**config.mk**
```make
export PLATFORM = sky130hd
export DESIGN_NAME = idli_uart_tx_m
export DESIGN_NICKNAME = d
export VERILOG_FILES = /design/src/rtl/idli_pkg.sv /design/src/rtl/idli_uart_fifo_m.sv /design/src/rtl/idli_uart_tx_m.sv
export SDC_FILE = /design/constraint.sdc
export NUM_CORES = 1
export LEC_CHECK = 0
export CORE_MARGIN = 2
export CORE_UTILIZATION = 30
export DETAILED_ROUTE_END_ITERATION = 8
export PLACE_DENSITY = 0.45
export SLEW_MARGIN = 40
export SYNTH_ARGS = -nofsm -noshare
export SYNTH_HDL_FRONTEND = slang
export SYNTH_HIERARCHICAL = 1
export SYNTH_SLANG_ARGS = --single-unit
```
**constraint.sdc**
```tcl
create_clock -name i_uart_gck -period 2.15 [get_ports i_uart_gck]
set_input_delay 0.43 -clock i_uart_gck [delete_from_list [all_inputs] [get_ports i_uart_gck]]
set_output_delay 0.43 -clock i_uart_gck [all_outputs]
set_load 0.02 [all_outputs]
```
**src/rtl/idli_pkg.sv**
```systemverilog
// Shared types for the idli core: SQI nibble and UART TX serialiser states.
package idli_pkg;

  typedef logic [3:0] sqi_data_t;

  typedef enum logic [2:0] {
    UART_TX_IDLE   = 3'd0,
    UART_TX_START  = 3'd1,
    UART_TX_DATA   = 3'd2,
    UART_TX_PARITY = 3'd3,
    UART_TX_STOP   = 3'd4
  } uart_tx_state_t;

  function automatic logic uart_parity(input logic [7:0] b, input logic odd);
    return (^b) ^ odd;
  endfunction

endpackage

```
**src/rtl/idli_uart_fifo_m.sv**
```systemverilog
// Generic first-word-fall-through FIFO; shared by the UART TX and RX paths.
// Pointers carry one extra MSB so full and empty are distinguishable.
module idli_uart_fifo_m #(
  parameter int WIDTH = 8,
  parameter int DEPTH = 4
) (
  input  logic                     clk_i,
  input  logic                     rst_n_i,
  input  logic                     push_i,
  input  logic [WIDTH-1:0]         push_dat_i,
  input  logic                     pop_i,
  output logic [WIDTH-1:0]         pop_dat_o,
  output logic                     full_o,
  output logic                     empty_o,
  output logic [$clog2(DEPTH):0]   level_o
);

  localparam int AW = $clog2(DEPTH);

  logic [WIDTH-1:0] mem_q [DEPTH];
  logic [AW:0]      wr_q, wr_d;
  logic [AW:0]      rd_q, rd_d;

  always_comb begin
    wr_d = wr_q;
    rd_d = rd_q;
    if (push_i) wr_d = wr_q + 1'b1;
    if (pop_i)  rd_d = rd_q + 1'b1;
  end

  always_ff @(posedge clk_i or negedge rst_n_i) begin
    if (!rst_n_i) begin
      wr_q <= '0;
      rd_q <= '0;
    end else begin
      wr_q <= wr_d;
      rd_q <= rd_d;
    end
  end

  always_ff @(posedge clk_i) begin
    if (push_i) mem_q[wr_q[AW-1:0]] <= push_dat_i;
  end

  assign pop_dat_o = mem_q[rd_q[AW-1:0]];
  assign empty_o   = (wr_q == rd_q);
  assign full_o    = (wr_q[AW] != rd_q[AW]) && (wr_q[AW-1:0] == rd_q[AW-1:0]);
  assign level_o   = wr_q - rd_q;

endmodule

```
**src/rtl/idli_uart_tx_m.sv**
```systemverilog
// UART transmitter: packs SQI nibbles into a byte FIFO and serialises frames
// with a baud divider, optional parity and 1 or 2 stop bits.
module idli_uart_tx_m
  import idli_pkg::*;
#(
  parameter int CLK_PER_BIT = 1,
  parameter int FIFO_DEPTH  = 4,
  parameter int STOP_BITS   = 1,
  parameter int PARITY_EN   = 0,
  parameter int PARITY_ODD  = 0
) (
  input  logic                          i_uart_gck,
  input  logic                          i_uart_rst_n,
  input  sqi_data_t                     i_uart_tx,
  input  logic                          i_uart_tx_vld,
  output logic                          o_uart_tx_acp,
  output logic                          o_uart_tx,
  output logic                          o_uart_tx_busy,
  output logic [$clog2(FIFO_DEPTH):0]   o_uart_tx_level
);

  localparam int            BW        = $clog2(CLK_PER_BIT) + 1;
  localparam logic [BW-1:0] BAUD_LOAD = BW'(CLK_PER_BIT - 1);
  localparam logic          STOP_LAST = 1'(STOP_BITS - 1);
  localparam logic          PAR_ODD   = 1'(PARITY_ODD);

  // Nibble assembler
  sqi_data_t lo_q;
  logic      half_q;
  logic      xfer;
  logic      push;

  logic       fifo_full, fifo_empty, pop;
  logic [7:0] pop_dat;

  assign o_uart_tx_acp = !fifo_full;
  assign xfer          = i_uart_tx_vld && o_uart_tx_acp;
  assign push          = xfer && half_q;

  always_ff @(posedge i_uart_gck or negedge i_uart_rst_n) begin
    if (!i_uart_rst_n) begin
      lo_q   <= '0;
      half_q <= 1'b0;
    end else if (xfer) begin
      if (!half_q) lo_q <= i_uart_tx;
      half_q <= !half_q;
    end
  end

  idli_uart_fifo_m #(
    .WIDTH (8),
    .DEPTH (FIFO_DEPTH)
  ) u_fifo (
    .clk_i      (i_uart_gck),
    .rst_n_i    (i_uart_rst_n),
    .push_i     (push),
    .push_dat_i ({i_uart_tx, lo_q}),
    .pop_i      (pop),
    .pop_dat_o  (pop_dat),
    .full_o     (fifo_full),
    .empty_o    (fifo_empty),
    .level_o    (o_uart_tx_level)
  );

  // Serialiser
  uart_tx_state_t state_q, state_d;
  logic [7:0]     shreg_q, shreg_d;
  logic           par_q, par_d;
  logic [2:0]     bit_idx_q, bit_idx_d;
  logic           stop_idx_q, stop_idx_d;
  logic [BW-1:0]  baud_q, baud_d;
  logic           tx_q, tx_d;
  logic           bit_end;

  assign bit_end = (baud_q == '0);

  always_comb begin
    state_d    = state_q;
    shreg_d    = shreg_q;
    par_d      = par_q;
    bit_idx_d  = bit_idx_q;
    stop_idx_d = stop_idx_q;
    baud_d     = bit_end ? BAUD_LOAD : baud_q - 1'b1;
    pop        = 1'b0;

    case (state_q)
      UART_TX_IDLE: begin
        baud_d = BAUD_LOAD;
        if (!fifo_empty) begin
          pop     = 1'b1;
          shreg_d = pop_dat;
          par_d   = uart_parity(pop_dat, PAR_ODD);
          state_d = UART_TX_START;
        end
      end
      UART_TX_START: begin
        if (bit_end) begin
          state_d   = UART_TX_DATA;
          bit_idx_d = 3'd0;
        end
      end
      UART_TX_DATA: begin
        if (bit_end) begin
          shreg_d   = shreg_q >> 1;
          bit_idx_d = bit_idx_q + 3'd1;
          if (bit_idx_q == 3'd7) begin
            state_d    = (PARITY_EN != 0) ? UART_TX_PARITY : UART_TX_STOP;
            stop_idx_d = 1'b0;
          end
        end
      end
      UART_TX_PARITY: begin
        if (bit_end) begin
          state_d    = UART_TX_STOP;
          stop_idx_d = 1'b0;
        end
      end
      UART_TX_STOP: begin
        if (bit_end) begin
          if (stop_idx_q != STOP_LAST) begin
            stop_idx_d = 1'b1;
          end else if (!fifo_empty) begin
            // Chain straight into the next start bit to keep frames back-to-back
            pop     = 1'b1;
            shreg_d = pop_dat;
            par_d   = uart_parity(pop_dat, PAR_ODD);
            state_d = UART_TX_START;
          end else begin
            state_d = UART_TX_IDLE;
          end
        end
      end
      default: state_d = UART_TX_IDLE;
    endcase

    case (state_d)
      UART_TX_START:  tx_d = 1'b0;
      UART_TX_DATA:   tx_d = shreg_d[0];
      UART_TX_PARITY: tx_d = par_d;
      default:        tx_d = 1'b1;
    endcase
  end

  always_ff @(posedge i_uart_gck or negedge i_uart_rst_n) begin
    if (!i_uart_rst_n) begin
      state_q    <= UART_TX_IDLE;
      shreg_q    <= '0;
      par_q      <= 1'b0;
      bit_idx_q  <= '0;
      stop_idx_q <= 1'b0;
      baud_q     <= '0;
      tx_q       <= 1'b1;
    end else begin
      state_q    <= state_d;
      shreg_q    <= shreg_d;
      par_q      <= par_d;
      bit_idx_q  <= bit_idx_d;
      stop_idx_q <= stop_idx_d;
      baud_q     <= baud_d;
      tx_q       <= tx_d;
    end
  end

  assign o_uart_tx      = tx_q;
  assign o_uart_tx_busy = (state_q != UART_TX_IDLE) || !fifo_empty;

endmodule

```
==> results.sh <==
export IMPL_status="completed"
export IMPL_r2r_cells=7
export IMPL_wire_per_inst_um=15.5
export IMPL_syn_avg_cell_area_um2=15.7
export IMPL_start_util_pct=31.1
export IMPL_grt_usage_pct=11.9
export IMPL_regToRegEndpoint="shreg_q[5]"
export IMPL_drt_initial_drc_count=78
export IMPL_finalClockSkew_ps=6.80
export IMPL_syn_area_mm2=0.00241
export IMPL_setup_ws_ps=71.3
export IMPL_reg2reg_slack_ps=210
export IMPL_layout_common_cells="edfxtp_1 (32), dfrtp_1 (25), buf_4 (19), inv_1 (11), nand2_1 (10)"
export IMPL_crit_required_ps=1720
export IMPL_fin_crit_sh_pct=96.7
export IMPL_num_rows=32
export IMPL_arrival_ps=1650
export IMPL_syn_nets=171
export IMPL_die_h_um=93.7
export IMPL_leakagePower_nw=1.20
export IMPL_cp_start_kind="flip-flop"
export IMPL_grt_pass1_vias=1569
export IMPL_io_buffers=12
export IMPL_syn2layout_area_growth_pct=23.3
export IMPL_nets=207
export IMPL_hp_class="primary input to async pin"
export IMPL_fmax_ghz=0.481
export IMPL_yosys_top_cells_area="edfxtp_1 (40%), dfrtp_1 (26%), mux4_2 (7.5%)"
export IMPL_cts_tree="yes"
export IMPL_p_per_area_mw_per_mm2=1630
export IMPL_antenna_found_initial=0
export IMPL_dpl_hpwl_mm=3.09
export IMPL_yosysSeqAreaShare_pct=66.8
export IMPL_cts_made_buffers=9
export IMPL_htreeDepth=3
export IMPL_firstDrtPassIters=4
export IMPL_totalWireLength_mm=4.62
export IMPL_setup_worst_path_start="u_fifo/wr_q[0]"
export IMPL_num_antenna_cells=0
export IMPL_synth_top_cell_area_share_pct=39.8
export IMPL_gp_congestion=0.737
export IMPL_crit_path_end="o_uart_tx_level[1]"
export IMPL_num_fill_cells=765
export IMPL_num_vias=1372
export IMPL_chipWidth_um=93.7
export IMPL_synth_largest_area_cell="edfxtp_1"
export IMPL_grt_pass1_wl_mm=7.73
export IMPL_fin_cells=297
export IMPL_dp_cells=279
export IMPL_layout_commonest_cell="edfxtp_1"
export IMPL_cts_root_buf="clkbuf_8"
export IMPL_ios=13
export IMPL_yosysUniqueCellTypes=31
export IMPL_slew_headroom_pct=73.2
export IMPL_dpl_worst_slack_ps=-79.3
export IMPL_clkSinkCount=58
export IMPL_antenna_left=0
export IMPL_clock_path_buffers=2
export IMPL_path_max_fanout=2
export IMPL_critical_path_class="flip-flop to primary output"
export IMPL_grt_max_degree=27
export IMPL_core_area_mm2=0.00777
export IMPL_crit_path_end_kind="primary output"
export IMPL_drive_above_1_share_pct=31.8
export IMPL_path_clk_slew_ps=60
export IMPL_drv_slew=0
export IMPL_setup_viol=0
export IMPL_synthCells=154
export IMPL_final_hold_viol_count=0
export IMPL_clk_latency_ps=330
export IMPL_yosysWarnings=6
export IMPL_period_needed_ps=2080
export IMPL_overflow=0
export IMPL_dieArea_mm2=0.00878
export IMPL_tightest_slew_ps=400
export IMPL_post_route_drc_count=0
export IMPL_ir_drop_mv=0.630
export IMPL_ys_ff_latch=58
export IMPL_rsz0062_at_grt="true"
export IMPL_vias_per_cell=4.62
export IMPL_r2r_start="u_fifo/wr_q[1]"
export IMPL_cap_violations=0
area by class of cell:
type | count | area [µm²] | area share (%)
multi-input cells | 79 | 778 | 26.1
well taps | 102 | 128 | 4.29
clock inverters | 5 | 47.5 | 1.60
repair buffers | 29 | 231 | 7.77
flip-flops and latches | 58 | 1610 | 54.2
clock buffers | 11 | 131 | 4.41
inverters | 13 | 48.8 | 1.64
stage by stage:
step                hold slack (ps)  setup TNS, ps  utilization (%)  power, W  instance area, µm²
CTS                             490              0             37.8   0.00477                2930
floorplan                       134              0                -   0.00307                2410
global route                    520          -23.8             38.3   0.00523                2980
global placement                476          -68.1             35.4   0.00379                2750
finish                          491              0             38.3   0.00486                2980
detailed placement              486           -156             35.4   0.00386                2750
power by group:
part,internal (W),leakage (nW),total (W),switching [W]
clock,0.000524,0.0922,0.000921,0.000397
combinational,0.00103,0.497,0.00212,0.00109
sequential,0.00159,0.609,0.00182,0.000231
total,0.00314,1.20,0.00486,0.00172
synth_stat cells (all sizes together):
| cell | count |
|---|---|
| o21a | 2 |
| mux4 | 8 |
| a222oi | 6 |
| clkbuf | 1 |
| a211o | 1 |
| a21oi | 2 |
| xnor2 | 3 |
| ha | 9 |
| dfstp | 1 |
| inv | 13 |
| o21ai | 6 |
| buf | 3 |
| and3 | 1 |
| xor2 | 4 |
| a22oi | 3 |
| nand2 | 11 |
| a21o | 1 |
| edfxtp | 32 |
| a22o | 1 |
| fa | 1 |
| nor2b | 2 |
| mux2i | 1 |
| nor3 | 3 |
| nor2 | 5 |
| nor3b | 1 |
| mux2 | 4 |
| and2 | 4 |
| dfrtp | 25 |
worst max-delay path, cell delays in order (launching register included):
cell     delay, ps
dfrtp_1        390
inv_2           90
ha_4           140
inv_2           40
fa_2           520
buf_2          160
routing by layer:
metal / wire (µm) / share of wire, % / track usage [%]
met1: 2030 / 44 / 14.7
met2: 2410 / 52 / 19.8
met3: 155 / 3.4 / 4.82
met4: 30 / 0.65 / 2.66
met5: 0 / 0 / 0
cell families (layout without fill, tap and decap cells):
group                      count (synthesis)  after routing  synth area share (%)
buffers and inverters                     17             58                  3.06
DFF                                       58             58                  66.8
and+or+nand+nor                           27             27                  5.54
xor gates and xnor gates                   7              7                  2.54
muxes                                     13             13                  9.74
AOI/OAI and AO/OA                         22             22                  6.84
adders and majority gates                 10             10                  5.49
what timing repair did:
item                       4_1_cts  5_1_grt
buffers inserted                 0        2
pin swaps                        2        4
hold buffers                     0        0
gates cloned                     0        0
setup endpoints to repair        5       28
resized for setup               21       13
worst min path at each step:
stage / cells after the start / end / slack, ps
finish: 2 / u_fifo/wr_q[1] / 490
global route: 2 / lo_q[3] / 520
CTS: 2 / lo_q[3] / 490
detailed placement: 1 / u_fifo/wr_q[2] / 490
global placement: 1 / u_fifo/wr_q[2] / 480
floorplan: 0 / bit_idx_q[0] / 130
state kept, by name, indices dropped and copies added, names as in the netlist:
| register | cells |
|---|---|
| u_fifo/mem_q | 32 |
| shreg_q | 8 |
| lo_q | 4 |
| bit_idx_q | 3 |
| state_q | 3 |
| u_fifo/rd_q | 3 |
| u_fifo/wr_q | 3 |
| half_q | 1 |
| o_uart_tx | 1 |
Note: power is estimated with default switching activity, not from simulation.
